**src/rtl/jtcop_obj_scan_if.sv**
```systemverilog
// Draw-request channel between the object table scanner and the line-buffer drawer.
// The scanner (master) offers one sprite-line request at a time with dr_valid. The
// drawer (slave) takes it on any clock edge where dr_valid and dr_ready are both high.
//   dr_valid  request valid (master -> slave)
//   dr_ready  drawer can accept (slave -> master)
//   dr_code   tile code for this line, with the tile row already added
//   dr_vrow   pixel row inside the 16x16 tile, with vflip already applied
//   dr_xpos   sprite X
//   dr_pal    palette
//   dr_hflip  horizontal flip
interface jtcop_obj_scan_if;
  logic        dr_valid;
  logic        dr_ready;
  logic [11:0] dr_code;
  logic [3:0]  dr_vrow;
  logic [8:0]  dr_xpos;
  logic [3:0]  dr_pal;
  logic        dr_hflip;

  modport master (
    output dr_valid, dr_code, dr_vrow, dr_xpos, dr_pal, dr_hflip,
    input  dr_ready
  );

  modport slave (
    input  dr_valid, dr_code, dr_vrow, dr_xpos, dr_pal, dr_hflip,
    output dr_ready
  );
endinterface

```
**src/rtl/jtcop_obj_scan.sv**
```systemverilog
// Object table scanner. Once per line it walks the sprite table from entry ENTRIES-1
// down to 0, so entry 0 is drawn last and has the highest priority. For every entry
// whose vertical span covers vrender, it hands a request to the line drawer.
// Ports:
//   clk, rst_n   clock, asynchronous active-low reset
//   hinit        line-start strobe; (re)starts the scan from any state
//   vrender      line being prepared
//   tbl_addr     object table address {entry, word}
//   tbl_dout     object table data, one clock after tbl_addr
//   dr           draw-request channel (master side)
//   scan_done    high from the end of the scan until the next hinit
module jtcop_obj_scan #(
  parameter int         ENTRIES = 256,
  parameter logic [8:0] YOFS    = 9'd0
) (
  input  logic             clk,
  input  logic             rst_n,
  input  logic             hinit,
  input  logic [8:0]       vrender,
  output logic [9:0]       tbl_addr,
  input  logic [15:0]      tbl_dout,
  jtcop_obj_scan_if.master dr,
  output logic             scan_done
);

  localparam logic [7:0] LAST = 8'(ENTRIES - 1);

  typedef enum logic [2:0] {
    S_IDLE  = 3'd0,
    S_RD0   = 3'd1,
    S_CHK   = 3'd2,
    S_RD1   = 3'd3,
    S_RD2   = 3'd4,
    S_ISSUE = 3'd5,
    S_NEXT  = 3'd6,
    S_DONE  = 3'd7
  } state_t;

  state_t      state_q, state_d;
  logic [7:0]  entry_q, entry_d;
  logic [9:0]  addr_q, addr_d;
  logic [6:0]  ydiff_q, ydiff_d;      // only the bits inside a 128-line sprite matter
  logic [1:0]  msize_q, msize_d;
  logic        vflip_q, vflip_d;
  logic        hflip_q, hflip_d;
  logic        valid_q, valid_d;
  logic [11:0] code_q, code_d;
  logic [3:0]  vrow_q, vrow_d;
  logic [8:0]  xpos_q, xpos_d;
  logic [3:0]  pal_q, pal_d;
  logic        hflip_out_q, hflip_out_d;
  logic        done_q, done_d;

  logic [8:0]  ydiff_s;
  logic [8:0]  height_s;
  logic        hit_s;
  logic [2:0]  mask_s;
  logic [2:0]  row_s;
  logic [2:0]  tilerow_s;

  // Vertical hit test on word 0. The subtraction wraps mod 512, so a sprite can start
  // near the bottom of the Y range and still cover the top lines.
  always_comb begin
    ydiff_s  = vrender - (tbl_dout[8:0] + YOFS);
    height_s = 9'd16 << tbl_dout[12:11];
    hit_s    = tbl_dout[15] & (ydiff_s < height_s);
  end

  // Tile row inside a tall sprite. It is limited to the sprite height and mirrored on vflip.
  always_comb begin
    case (msize_q)
      2'd0:    mask_s = 3'd0;
      2'd1:    mask_s = 3'd1;
      2'd2:    mask_s = 3'd3;
      default: mask_s = 3'd7;
    endcase
    row_s = ydiff_q[6:4] & mask_s;
    if (vflip_q) begin
      tilerow_s = mask_s - row_s;
    end else begin
      tilerow_s = row_s;
    end
  end

  // Scan FSM. The address leads the state by one clock so the RAM's one-clock latency
  // lines up: w0 shows up in CHK, w1 in RD1 and w2 in RD2.
  always_comb begin
    state_d     = state_q;
    entry_d     = entry_q;
    addr_d      = addr_q;
    ydiff_d     = ydiff_q;
    msize_d     = msize_q;
    vflip_d     = vflip_q;
    hflip_d     = hflip_q;
    valid_d     = valid_q;
    code_d      = code_q;
    vrow_d      = vrow_q;
    xpos_d      = xpos_q;
    pal_d       = pal_q;
    hflip_out_d = hflip_out_q;
    done_d      = done_q;
    if (hinit) begin
      // A line start always restarts the scan. Any request not yet accepted is dropped.
      state_d = S_RD0;
      entry_d = LAST;
      addr_d  = {LAST, 2'd0};
      valid_d = 1'b0;
      done_d  = 1'b0;
    end else begin
      case (state_q)
        S_IDLE, S_DONE: begin
          done_d = 1'b1;
        end
        S_RD0: begin
          addr_d  = {entry_q, 2'd1};
          state_d = S_CHK;
        end
        S_CHK: begin
          ydiff_d = ydiff_s[6:0];
          msize_d = tbl_dout[12:11];
          vflip_d = tbl_dout[14];
          hflip_d = tbl_dout[13];
          if (hit_s) begin
            addr_d  = {entry_q, 2'd2};
            state_d = S_RD1;
          end else begin
            state_d = S_NEXT;
          end
        end
        S_RD1: begin
          code_d      = tbl_dout[11:0] + {9'd0, tilerow_s};
          vrow_d      = ydiff_q[3:0] ^ {4{vflip_q}};
          hflip_out_d = hflip_q;
          state_d     = S_RD2;
        end
        S_RD2: begin
          xpos_d  = tbl_dout[8:0];
          pal_d   = tbl_dout[15:12];
          valid_d = 1'b1;
          state_d = S_ISSUE;
        end
        S_ISSUE: begin
          if (dr.dr_ready) begin
            valid_d = 1'b0;
            state_d = S_NEXT;
          end else begin
            state_d = S_ISSUE;
          end
        end
        S_NEXT: begin
          if (entry_q == 8'd0) begin
            state_d = S_DONE;
          end else begin
            entry_d = entry_q - 8'd1;
            addr_d  = {entry_d, 2'd0};
            state_d = S_RD0;
          end
        end
        default: begin
          state_d = S_IDLE;
        end
      endcase
    end
  end

  // State and output registers.
  always_ff @(posedge clk or negedge rst_n) begin
    if (!rst_n) begin
      state_q     <= S_IDLE;
      entry_q     <= LAST;
      addr_q      <= 10'd0;
      ydiff_q     <= 7'd0;
      msize_q     <= 2'd0;
      vflip_q     <= 1'b0;
      hflip_q     <= 1'b0;
      valid_q     <= 1'b0;
      code_q      <= 12'd0;
      vrow_q      <= 4'd0;
      xpos_q      <= 9'd0;
      pal_q       <= 4'd0;
      hflip_out_q <= 1'b0;
      done_q      <= 1'b1;
    end else begin
      state_q     <= state_d;
      entry_q     <= entry_d;
      addr_q      <= addr_d;
      ydiff_q     <= ydiff_d;
      msize_q     <= msize_d;
      vflip_q     <= vflip_d;
      hflip_q     <= hflip_d;
      valid_q     <= valid_d;
      code_q      <= code_d;
      vrow_q      <= vrow_d;
      xpos_q      <= xpos_d;
      pal_q       <= pal_d;
      hflip_out_q <= hflip_out_d;
      done_q      <= done_d;
    end
  end

  assign tbl_addr    = addr_q;
  assign scan_done   = done_q;
  assign dr.dr_valid = valid_q;
  assign dr.dr_code  = code_q;
  assign dr.dr_vrow  = vrow_q;
  assign dr.dr_xpos  = xpos_q;
  assign dr.dr_pal   = pal_q;
  assign dr.dr_hflip = hflip_out_q;

endmodule

```
**src/flat_wrapper.sv**
```systemverilog
// flat-port wrapper written by rule: the top's interface ports become plain ports
module jtcop_obj_scan_flat 
#(
  parameter int         ENTRIES = 256,
  parameter logic [8:0] YOFS    = 9'd0
)
  (clk, rst_n, hinit, vrender, tbl_addr, tbl_dout, scan_done, dr_dr_valid, dr_dr_code, dr_dr_vrow, dr_dr_xpos, dr_dr_pal, dr_dr_hflip, dr_dr_ready);
  jtcop_obj_scan_if dr_i ();
  input  logic clk;
  input  logic rst_n;
  input  logic hinit;
  input  logic [8:0] vrender;
  output logic [9:0] tbl_addr;
  input  logic [15:0] tbl_dout;
  output logic scan_done;
  output wire logic [$bits(dr_i.dr_valid)-1:0] dr_dr_valid;
  output wire logic [$bits(dr_i.dr_code)-1:0] dr_dr_code;
  output wire logic [$bits(dr_i.dr_vrow)-1:0] dr_dr_vrow;
  output wire logic [$bits(dr_i.dr_xpos)-1:0] dr_dr_xpos;
  output wire logic [$bits(dr_i.dr_pal)-1:0] dr_dr_pal;
  output wire logic [$bits(dr_i.dr_hflip)-1:0] dr_dr_hflip;
  input wire logic [$bits(dr_i.dr_ready)-1:0] dr_dr_ready;
  assign dr_dr_valid = dr_i.dr_valid;
  assign dr_dr_code = dr_i.dr_code;
  assign dr_dr_vrow = dr_i.dr_vrow;
  assign dr_dr_xpos = dr_i.dr_xpos;
  assign dr_dr_pal = dr_i.dr_pal;
  assign dr_dr_hflip = dr_i.dr_hflip;
  assign dr_i.dr_ready = dr_dr_ready;
  jtcop_obj_scan #(.ENTRIES(ENTRIES), .YOFS(YOFS)) u_core (.clk(clk), .rst_n(rst_n), .hinit(hinit), .vrender(vrender), .tbl_addr(tbl_addr), .tbl_dout(tbl_dout), .dr(dr_i), .scan_done(scan_done));
endmodule
```
**config.mk**
```make
export PLATFORM = sky130hd
export DESIGN_NAME = jtcop_obj_scan_flat
export DESIGN_NICKNAME = d
export VERILOG_FILES = /design/src/rtl/jtcop_obj_scan_if.sv /design/src/rtl/jtcop_obj_scan.sv /design/src/flat_wrapper.sv
export SDC_FILE = /design/constraint.sdc
export NUM_CORES = 1
export LEC_CHECK = 0
export ABC_AREA = 1
export ABC_CLOCK_PERIOD_IN_PS = 6020
export BUFFER_PORTS_ARGS = -buffer_cell sky130_fd_sc_hd__buf_2
export CORE_MARGIN = 4
export CORE_UTILIZATION = 54
export CTS_CLUSTER_DIAMETER = 150
export DETAILED_ROUTE_END_ITERATION = 16
export PLACE_DENSITY = 0.84
export RECOVER_POWER = 25
export SYNTH_ARGS = -nofsm -noshare
export SYNTH_HDL_FRONTEND = slang
export SYNTH_SLANG_ARGS = --single-unit
```
**constraint.sdc**
```tcl
create_clock -name clk -period 6.02 [get_ports clk]
set_input_delay 0.602 -clock clk [delete_from_list [all_inputs] [get_ports clk]]
set_output_delay 0.602 -clock clk [all_outputs]
set_load 0.01 [all_outputs]
```
======== Word level (Yosys, flattened, before mapping) ========
Cells that the tools add are included.
operators by class
  $add $sub $neg .......................... 4
  $mul .................................... 0
  divide/modulo/power cells ............... 0
  order comparisons ....................... 1
  equal/unequal tests ..................... 13
  shift-type cells ........................ 1
  multiplexer cells ....................... 19
  bitwise gates (word level) .............. 4
  reduce and logical (&&, ||, !) cells .... 15
operators with widths
  operator                                                            count
  10-bit 2-to-1 mux                                                   3
  10-bit one-hot mux with 3 select lines                              1
  8-bit 2-to-1 mux                                                    3
  3-bit one-hot mux with 6 select lines                               1
  12-bit by 3-bit adder with 12-bit output                            1
  3-bit == test, second input constant                                4
  3-bit 2-to-1 mux                                                    4
  2-bit AND reduction                                                 5
  9-bit < comparator                                                  1
  3-bit one-hot mux with 3 select lines                               1
  5-bit by 2-bit << shifter with 9-bit output, first input constant   1
  9-bit subtractor                                                    1
  8-bit logical NOT                                                   1
  8-bit by 1-bit subtractor with 8-bit output, second input constant  1
  7-bit nonzero test                                                  1
  3-bit by 2-bit == test with 1-bit output, second input constant     2
  3-bit inequality test, second input constant                        2
  1-bit 2-to-1 mux                                                    4
  2-bit nonzero test                                                  2
  4-bit nonzero test                                                  1
  4-bit bitwise XOR                                                   1
  3-bit bitwise AND                                                   1
  3-bit by 1-bit == test with 1-bit output, second input constant     1
  3-bit logical NOT                                                   1
  other kinds (13)                                                    13
storage, ports and cells
  flip-flop bits (word level) ............. 64
  latch bits .............................. 0
  bits in writable memories ............... 0
  memory bits (read-only) ................. 0
  bits of input ports ..................... 29
  memories kept ........................... 0

======== Longest topological paths before layout ========
Gate-level depths: netlist of run 1.
  depth in word-level cells ............... 6
  gate-level depth with buffers ........... 20

======== Worst setup path after synthesis of run 1 ========
OpenSTA, ideal clock, no wires.
  kind .................................... in2reg
  start point ............................. input vrender[0]
  end point ............................... register u_core.addr_q[5], in the netlist u_core.tbl_addr[5]
  library setup time ...................... 0.137 ns
  data arrival time ....................... 2.742 ns
  required time ........................... 5.883 ns
  setup slack ............................. 3.141 ns
  stages on the path ...................... 20
  cells stage by stage .................... inv_1 > ha_1 > fa_1 > inv_1 > nand2_1 > nand2_1 > nand2_1 > xnor2_1 > ha_1 > o21ai_0 > nand2_1 > nand2_1 > nand2_1 > nand2_1 > nand4_1 > nand2_1 > nand2_1 > buf_4 > nand2_1 > nand3_1
on the way
  cells in the longest elaborated chain, start to end .. 5
ends and longest elaborated chain
  what                                                        line                   source
  start: declaration                                          flat_wrapper.sv:12     input logic [8:0] vrender;
  9-bit subtractor                                            jtcop_obj_scan.sv:64   ydiff_s = vrender - (tbl_dout[8:0] + YOFS);
  net u_core.ydiff_s[4]                                       jtcop_obj_scan.sv:54   logic [8:0] ydiff_s;
  9-bit < comparator                                          jtcop_obj_scan.sv:66   hit_s = tbl_dout[15] & (ydiff_s < height_s);
  1-bit bitwise AND                                           jtcop_obj_scan.sv:66
  3-bit by 2-bit inequality test with 1-bit output (no line)  -
  3-bit AND reduction (no line)                               -
  end signal: assignment                                      jtcop_obj_scan.sv:186  addr_q <= addr_d;
  end: declaration                                            jtcop_obj_scan.sv:41   logic [9:0] addr_q, addr_d;
The timed path passes the listed nets, and every way through them passes these cells.
A chain may end at the register's enable or synchronous reset.

==> results of run 1 <==
[metrics by stage]
step           instances  setup WS [ps]  cell area [µm²]  total power, mW
6_report             596           2725             4209            1.894
5_1_grt              596           2047             4209            2.045
4_1_cts              596           2895             4213            1.901
3_5_place_dp         580           2565             3983            1.471
3_3_place_gp         580           2739             3983            1.441
2_1_floorplan        444           3141             3578            1.209
[state kept, by name, summed over array words and instances (netlist names)]
| register | cells |
|---|---|
| u_core.dr.dr_valid | 1 |
| u_core.dr.dr_xpos | 9 |
| u_core.ydiff_q | 7 |
| u_core.dr.dr_code | 12 |
| u_core.dr.dr_vrow | 4 |
| u_core.state_q | 3 |
| u_core.vflip_q | 1 |
| u_core.tbl_addr | 10 |
| u_core.msize_q | 2 |
| u_core.dr.dr_pal | 4 |
| u_core.scan_done | 1 |
| u_core.hflip_q | 1 |
| u_core.dr.dr_hflip | 1 |
| u_core.entry_q | 8 |
[cells by family after synthesis]
logic type,synth area share (%)
simple gates,22.80
compound gates,12.34
buf+inv,7.063
flops,45.07
fa+ha+maj,7.413
xor+xnor,4.161
mux,0.9440
other cells,0.2099
[cell type report]
cell class / count / area [µm²]
fill: 523 / 2177
multi-input combinational: 315 / 1713
sequential: 64 / 1613
timing repair buffer: 72 / 361.6
inverter: 52 / 195.2
clock buffer: 10 / 137.6
tap: 77 / 96.34
clock inverter: 6 / 92.59
[power by group]
part           internal (mW)  switching [mW]
combinational          0.295           0.440
clock                  0.245           0.184
sequential             0.616           0.114
total                   1.16           0.738
[cell usage in the layout (no fill, tap or decap), drive strengths merged, types with 3 or more instances in the layout]
cell,n
nand2,123
buf,71
dfrtp,55
o21ai,52
inv,51
nand3,32
nor2,27
ha,18
a21oi,13
xnor2,11
clkbuf,11
dfstp,9
xor2,6
nand4,5
o211ai,3
mux2,3
a31oi,3
o221ai,3
or2,3
nor3,3
clkinv,3
[worst paths after layout]
| path | from | to | slack [ps] | cells past startpoint |
|---|---|---|---|---|
| worst max-delay path | rst_n | u_core.dr.dr_pal[1] | 2720 | 2 |
| worst min-delay path | tbl_dout[13] | u_core.hflip_q | 470 | 3 |
| worst max register to register | u_core.vflip_q | u_core.dr.dr_code[11] | 3380 | 13 |
| worst min register to register | u_core.dr.dr_code[0] | u_core.dr.dr_code[0] | 480 | 2 |
| max in group clk | tbl_dout[1] | u_core.tbl_addr[1] | 2840 | 21 |
| min in group asynchronous | rst_n | u_core.tbl_addr[0] | 1430 | 2 |
[layer usage]
layer / vias to the layer above / part of all wire (%)
met4: 0 / 2.7
li1: 1585 / -
met1: 1483 / 44
met5: - / 0
met3: 20 / 5.7
met2: 109 / 48
==> impl_metrics.tcl, run 1 <==
set metrics [dict create \
    outcome "complete, but fails checks" \
    violations "max-capacitance violations, max-slew violations" \
    endpoint_kind "asynchronous set/reset pin" \
    hold_class "in -> reg" \
    synth_edf_count 0 \
    crit_slowest_cell "clkbuf_1" \
    synth.net_count 493 \
    dieArea_um2 7993 \
    via_count 3197 \
    fin_hold_ws_ps 473.1 \
    htreeDepth 3 \
    postCtsHoldBufs 0 \
    period_minus_slack_ps 3295 \
    maxCapViolCount 1 \
    post_cts_buffers 0 \
    syn_area_um2 3578 \
    yosysMostFrequentCell "nand2_1" \
    wl_per_cell_um 14.13 \
    arrival_ps 3020 \
    synthTopCellsByArea "dfrtp_1 38%, nand2_1 13%, o21ai_0 7.1%" \
    start_util_pct 56.03 \
    gr-usage-met1_pct 27.98 \
    synth.avg_cell_area_um2 8.060 \
    grt_usage_pct 22.37 \
    timing.critical_path.buf_inv 2 \
    die_h_um 89.41 \
    clock_sinks 64 \
    routed_wl_mm 8.422 \
    grt_max_degree 65 \
    layout-drive-gt1-share_pct 20.62 \
    final_nets 563 \
    yosys-top-cells-count "123 x nand2_1, 55 x dfrtp_1, 51 x o21ai_0, 49 x inv_1, 32 x nand3_1" \
    yosys.area.top_type "dfrtp_1" \
    drcViolationCount 0 \
    cp_max_fo 64 \
    yosysSeqAreaShare_pct 45.07 \
    ant_nets 0 \
    critical-path-top-delay-family "buffers and inverters" \
    clk_pin_slew_ps 60 \
    clock_skew_ps 11.85 \
    die_x_um 89.41 \
    busiest_layer "met2" \
    fmax_mhz 303.5 \
    met3_usage_pct 6.359 \
    slowest_delay_ps 2310 \
    area_delta_synth_final_pct 17.62 \
    final_core_util_pct 65.91 \
    dp_hpwl_mm 6.259 \
    viasPerCell 5.364 \
    drv_slew 65 \
    ir_drop_mv 0.2493 \
    gr-total-overflow 0 \
    setup_violations 0 \
    core_area_um2 6386 \
    critPathLaunchType "input port" \
    ys_ff_latch 64 \
    grt_pass1_vias 3022 \
    path_cells "buf_2 -> clkbuf_1" \
    worstPathRequired_ps 5740 \
    synth_cell_type_count 35 \
    finalCritPeriodShare_pct 54.74 \
    clock-root-buffer "clkbuf_8" \
    grt_pass1_wl_mm 13.54 \
    yosysWarnings 0 \
    power_density_nw_per_um2 450.0 \
    place_congestion 0.9006 \
    finalHoldViolCount 0 \
    leakage_nw 2.184 \
    cts_tree "yes" \
    worstSkewPairLatency_ps 360 \
    synth_top_area_share_pct 38.46 \
    async_flop_share_pct 100.0 \
    grtUsageMet2_pct 35.77 \
    diodes 0 \
    cts_resized 0 \
    io_buffer_count 70 \
    setup_tns_ps 0 \
    grt_setup_unrepaired "false" \
    tightestPinTransition_ps 3290 \
    antenna_found_initial 0 \
    cts_buffers 9 \
    clock_path_buffers 2 \
    worst-setup-path-type "in -> async" \
    rows 29 \
    drtIter0Drc 173 \
    first_pass_iters 4 \
    slew_headroom_pct -119.3 \
    io_pins 71 \
    syn-instance-count 444 \
    synthFlopType "dfrtp_1" \
]
No activity file was read; power rests on OpenSTA's default activity.
==> run 2: changes to the inputs <==
--- a/config.mk
+++ b/config.mk
@@ -6,7 +6,7 @@
 export NUM_CORES = 1
 export LEC_CHECK = 0
 export ABC_AREA = 1
-export ABC_CLOCK_PERIOD_IN_PS = 6020
+export ABC_CLOCK_PERIOD_IN_PS = 3200
 export BUFFER_PORTS_ARGS = -buffer_cell sky130_fd_sc_hd__buf_2
 export CORE_MARGIN = 4
 export CORE_UTILIZATION = 54
==> constraint.sdc (replaced) <==
create_clock -name clk -period 3.2 [get_ports clk]
set_input_delay 0.32 -clock clk [delete_from_list [all_inputs] [get_ports clk]]
set_output_delay 0.32 -clock clk [all_outputs]
set_load 0.01 [all_outputs]
==> run 2 against run 1 <==
Cell count up 0.67%. Largest cell class unchanged. Combinational power grew 90%. Design area shrank 0.18%. Die area stayed put. Register-to-register slack got worse by 2800 ps. Setup slack got worse by 2300 ps. The run still ends with max-capacitance violations, max-slew violations left. Non-clock buffer count grew 4. Highest routed layer unchanged. Global-route usage increased by 0.73 points. Via count down 0.34%.
==> impl_metrics.tcl, run 2 (same netlist as run 1, synthesis figures left out) <==
set metrics [dict create \
    outcome "complete, but fails checks" \
    cp.depth 20 \
    via_count 3186 \
    grt_max_degree 37 \
    clock_path_buffers 2 \
    mostFrequentLayoutCell "nand2_1" \
    critPathLaunch "tbl_dout[0]" \
    area_delta_synth_final_pct 17.41 \
    maxCapViolCount 1 \
    reg2reg_to "u_core.dr.dr_code[11]" \
    reg2reg_slack_ps 590 \
    timing.critical_path.buf_inv 2 \
    crit_slowest_cell "fa_1" \
    htreeDepth 3 \
    place_congestion 0.8972 \
    ir_drop_mv 0.5331 \
    setup_tns_ps 0 \
    die_x_um 89.41 \
    dp_hpwl_mm 6.422 \
    critical-path-top-delay-family "simple AND/OR/NAND/NOR gates" \
    slowest_delay_ps 420 \
    start_util_pct 56.03 \
    gr-total-overflow 0 \
    wl_per_cell_um 13.99 \
    layout_common_cells "122 x nand2_1, 69 x buf_2, 55 x dfrtp_1" \
    hold_depth 3 \
    n_fill_cell 563 \
    core_area_um2 6386 \
    diodes 0 \
    clock_sinks 64 \
    min_to "u_core.hflip_q" \
    power_density_nw_per_um2 823.6 \
    drtIter0Drc 156 \
    clk_pin_slew_ps 70 \
    ant_nets 0 \
    cpMostUsedCell "nand2_1" \
    grt_usage_pct 23.10 \
    worst-setup-path-type "in -> reg" \
    viasPerCell 5.310 \
    cp_max_fo 11 \
    setup_violations 0 \
    critPathLaunchType "input port" \
    first_pass_iters 4 \
    post_cts_buffers 0 \
    hold_class "in -> reg" \
    final_core_util_pct 65.79 \
    arrival_ps 3050 \
    final_nets 567 \
    grt_pass1_wl_mm 14.32 \
    antenna_found_initial 0 \
    hp-start "tbl_dout[13]" \
    cts_buffers 9 \
    endpoint_kind "flop" \
    largest_reg_flops 12 \
    finalPower_mw 3.461 \
    die_h_um 89.41 \
    clock_skew_ps 7.909 \
    io_buffer_count 70 \
    io_pins 71 \
    dieArea_um2 7993 \
    violations "max-capacitance violations, max-slew violations" \
    path_cells "buf_2 -> ha_1 -> fa_1 -> inv_1 -> nand2_1 -> nand2_1 -> nand2_1 -> xnor2_1 -> ha_1 -> o21ai_0 -> nand2_1 -> nand2_1 -> nand2_1 -> nand2_1 -> nand4_1 -> nand2_1 -> nand2_1 -> nand2_2 -> nand2_1 -> nand2_1" \
    finalCritPeriodShare_pct 86.66 \
    leakage_nw 2.196 \
    slew_headroom_pct -26.78 \
    r2r_cells 13 \
    grt_setup_unrepaired "false" \
    period_minus_slack_ps 2773 \
    cts_tree "yes" \
    clock-root-buffer "clkbuf_8" \
    r2r_start "u_core.vflip_q" \
    tightestPinTransition_ps 1902 \
    fin_cells 600 \
    regArea_um2 1613 \
    fmax_mhz 360.6 \
    grt_pass1_vias 3227 \
    multiInputGateArea_um2 1715 \
    rows 29 \
    worstPathRequired_ps 3480 \
    routed_wl_mm 8.394 \
    dp_cells 584 \
    drv_slew 37 \
    finalHoldViolCount 0 \
    layout-drive-gt1-share_pct 21.03 \
    drcViolationCount 0 \
    worstSkewPairLatency_ps 340 \
]
[run 2: per-stage QoR]
step / worst slack [ps] / hold slack (ps) / area [µm²]
global placement: 220.1 / 445.5 / 4013
finish: 426.9 / 208.6 / 4202
global route: 63.98 / 230.5 / 4202
floorplan: 602.7 / 24.41 / 3578
CTS: 374.6 / 84.73 / 4203
detailed placement: 43.58 / 449.8 / 4013
[run 2: routing by layer]
layer  wire (µm)  GRT usage (%)  vias up
met4         226          8.119        0
met3         368          5.991       19
li1            -              -     1593
met5           0              0        -
met1        3655          28.75     1478
met2        4144          38.91       96
[run 2: what timing repair did]
action	CTS	global route
endpoints found under the setup margin	0	1
gates resized for setup	0	1
hold buffers	0	0
[run 2: where the power goes]
group          internal, mW  switching, mW  total, mW
logic                 0.564          0.833       1.40
registers              1.16          0.218       1.38
clock network         0.378          0.310      0.688
[run 2: cell type report]
type,count,share of cell area (%)
clock buffer,12,3.454
clock inverter,4,1.072
inverter,52,4.646
multi-input combinational,315,40.83
sequential,64,38.39
tap,77,2.293
timing repair buffer,76,9.321
[run 2: how the worst max path moves through the flow]
stage,slack [ps],to
after global routing,60,u_core.tbl_addr[3]
after global placement,220,u_core.tbl_addr[8]
final,430,u_core.tbl_addr[8]
after floorplan,600,u_core.tbl_addr[5]
after CTS,370,u_core.tbl_addr[8]
after detailed placement,40,u_core.tbl_addr[8]
[run 2: worst min-delay path, cell delays in order]
cell	delay, ps
buf_2	90
nand2_1	40
o21ai_0	60
==> run 3: changes to the inputs <==
--- a/config.mk
+++ b/config.mk
@@ -8,11 +8,13 @@
 export ABC_AREA = 1
 export ABC_CLOCK_PERIOD_IN_PS = 3200
 export BUFFER_PORTS_ARGS = -buffer_cell sky130_fd_sc_hd__buf_2
+export CELL_PAD_IN_SITES_DETAIL_PLACEMENT = 0
+export CELL_PAD_IN_SITES_GLOBAL_PLACEMENT = 2
 export CORE_MARGIN = 4
-export CORE_UTILIZATION = 54
+export CORE_UTILIZATION = 32
 export CTS_CLUSTER_DIAMETER = 150
 export DETAILED_ROUTE_END_ITERATION = 16
-export PLACE_DENSITY = 0.84
+export PLACE_DENSITY = 0.86
 export RECOVER_POWER = 25
 export SYNTH_ARGS = -nofsm -noshare
 export SYNTH_HDL_FRONTEND = slang
==> run 3 against run 2 <==
The run still ends with max-capacitance violations, max-slew violations left. Critical path depth is 1 higher. Cell count is 11% higher. Combinational power is essentially flat. Global-route usage shrank 8.0 points. Maximum frequency rose by 2.7%. Sequential share of layout area down 1.0 points. Die area is 62% higher. Clock skew grew 1.8 ps. Routed wire length increased by 9.4%. Register-to-register slack better by 20 ps. Design area rose by 2.8%. Largest power group unchanged. Setup slack better by 74 ps.
==> impl_metrics.tcl, run 3 (same netlist as run 1, synthesis figures left out) <==
set metrics [dict create \
    io_buffer_count 70 \
    ir_drop_mv 0.2698 \
    drv_slew 40 \
    endpoint_kind "flop" \
    drcViolationCount 0 \
    cp_max_fo 10 \
    leakage_nw 2.211 \
    core_area_um2 10890 \
    htreeDepth 3 \
    cts_buffers 9 \
    cp.depth 21 \
    dp_hpwl_mm 7.066 \
    multiInputGateArea_um2 1713 \
    grt_pass1_wl_mm 15.33 \
    setup_violations 0 \
    reg2reg_to "u_core.dr.dr_code[11]" \
    timing.critical_path.buf_inv 4 \
    cts_tree "yes" \
    path_cells "buf_2 -> inv_1 -> ha_1 -> fa_1 -> inv_1 -> nand2_1 -> nand2_1 -> nand2_1 -> xnor2_1 -> ha_1 -> o21ai_0 -> nand2_1 -> nand2_1 -> nand2_1 -> nand2_1 -> nand4_1 -> nand2_1 -> nand2_1 -> buf_4 -> nand2_1 -> nand3_1" \
    outcome "complete, but fails checks" \
    violations "max-capacitance violations, max-slew violations" \
    worstSkewPairLatency_ps 350 \
    drtIter0Drc 110 \
    layout_common_cells "123 x nand2_1, 69 x buf_2, 55 x dfrtp_1" \
    setup_tns_ps 0 \
    dp_cells 649 \
    clock_path_buffers 2 \
    slew_headroom_pct -37.32 \
    layout-drive-gt1-share_pct 21.33 \
    grt_max_degree 40 \
    area_delta_synth_final_pct 20.66 \
    place_congestion 0.8198 \
    setup_ws_ps 500.7 \
    reg2reg_slack_ps 610 \
    cpMostUsedCell "nand2_1" \
    regArea_um2 1613 \
    crit_end "u_core.tbl_addr[6]" \
    via_count 3095 \
    slowest_delay_ps 410 \
    clock_sinks 64 \
    grt_setup_unrepaired "false" \
    clk_pin_slew_ps 70 \
    wl_per_cell_um 13.81 \
    maxCapViolCount 1 \
    critical-path-top-delay-family "simple AND/OR/NAND/NOR gates" \
    die_x_um 113.7 \
    power_density_nw_per_um2 820.6 \
    gr-total-overflow 0 \
    crit_slowest_cell "fa_1" \
    fin_cells 665 \
    critPathLaunch "vrender[0]" \
    routed_wl_mm 9.185 \
    final_nets 569 \
    period_minus_slack_ps 2699 \
    fin_hold_ws_ps 190.9 \
    critPathLaunchType "input port" \
    first_pass_iters 5 \
    pre_cts_slack_ps 127.9 \
    clock_skew_ps 9.659 \
    finalHoldViolCount 0 \
    start_util_pct 32.87 \
    io_pins 71 \
    mostFrequentLayoutCell "nand2_1" \
    postCtsHoldBufs 0 \
    die_h_um 113.7 \
    fmax_mhz 370.5 \
    antenna_found_initial 0 \
    grt_usage_pct 15.09 \
    worstPathRequired_ps 3430 \
    ant_nets 0 \
    finalCritPeriodShare_pct 84.35 \
    arrival_ps 2930 \
    r2r_start "u_core.vflip_q" \
    hold_class "in -> reg" \
    dieArea_um2 12940 \
    clock-root-buffer "clkbuf_8" \
    worst-setup-path-type "in -> reg" \
    tightestPinTransition_ps 2060 \
    rows 38 \
    n_fill_cell 1127 \
    largest_reg_flops 12 \
    cts_resized 0 \
    grt_pass1_vias 3053 \
    diodes 0 \
    r2r_cells 13 \
    viasPerCell 4.654 \
    post_cts_buffers 0 \
]
==> run 3: metal layers <==
metal / up-vias / global-route usage (%) / routed length (µm)
met5: - / 0 / 0
met1: 1428 / 20.05 / 4316
met2: 64 / 23.60 / 4247
met3: 8 / 4.403 / 464
met4: 0 / 5.128 / 156
li1: 1595 / - / -
==> run 3: worst min-delay path by stage <==
stage                                     from              endpoint  slack [ps]  cells past startpoint
after floorplan                          rst_n  u_core.dr.dr_code[0]          20                      0
after global routing              tbl_dout[14]   u_core.dr.dr_pal[2]         210                      2
final                             tbl_dout[13]        u_core.hflip_q         190                      3
after global placement    u_core.dr.dr_code[1]  u_core.dr.dr_code[1]         460                      2
after CTS                                rst_n    u_core.tbl_addr[4]         110                      1
after detailed placement  u_core.dr.dr_code[0]  u_core.dr.dr_code[0]         460                      2
==> run 3: tightest hold or removal path, stage by stage <==
cell     delay (ps)
buf_2            90
nand2_1          40
o21ai_0          60
==> run 3: cell type report <==
class / instances / area share, %
clock buffer: 12 / 3.825
clock inverter: 4 / 1.188
inverter: 52 / 4.520
multi-input combinational: 315 / 39.67
sequential: 64 / 37.35
tap: 140 / 4.057
timing repair buffer: 78 / 9.389
==> run 3: report_power, final <==
part           internal [mW]  switching (mW)
combinational          0.576           0.830
clock                  0.423           0.334
sequential              1.16           0.222
==> run 3: per-stage QoR <==
| step | area, µm² | power, mW | util (%) |
|---|---|---|---|
| after floorplan | 3578 | 2.275 | - |
| after global placement | 4106 | 2.802 | 37.72 |
| after detailed placement | 4106 | 2.822 | 37.72 |
| after CTS | 4323 | 3.599 | 39.70 |
| after global routing | 4318 | 3.861 | 39.66 |
| final | 4318 | 3.543 | 39.66 |
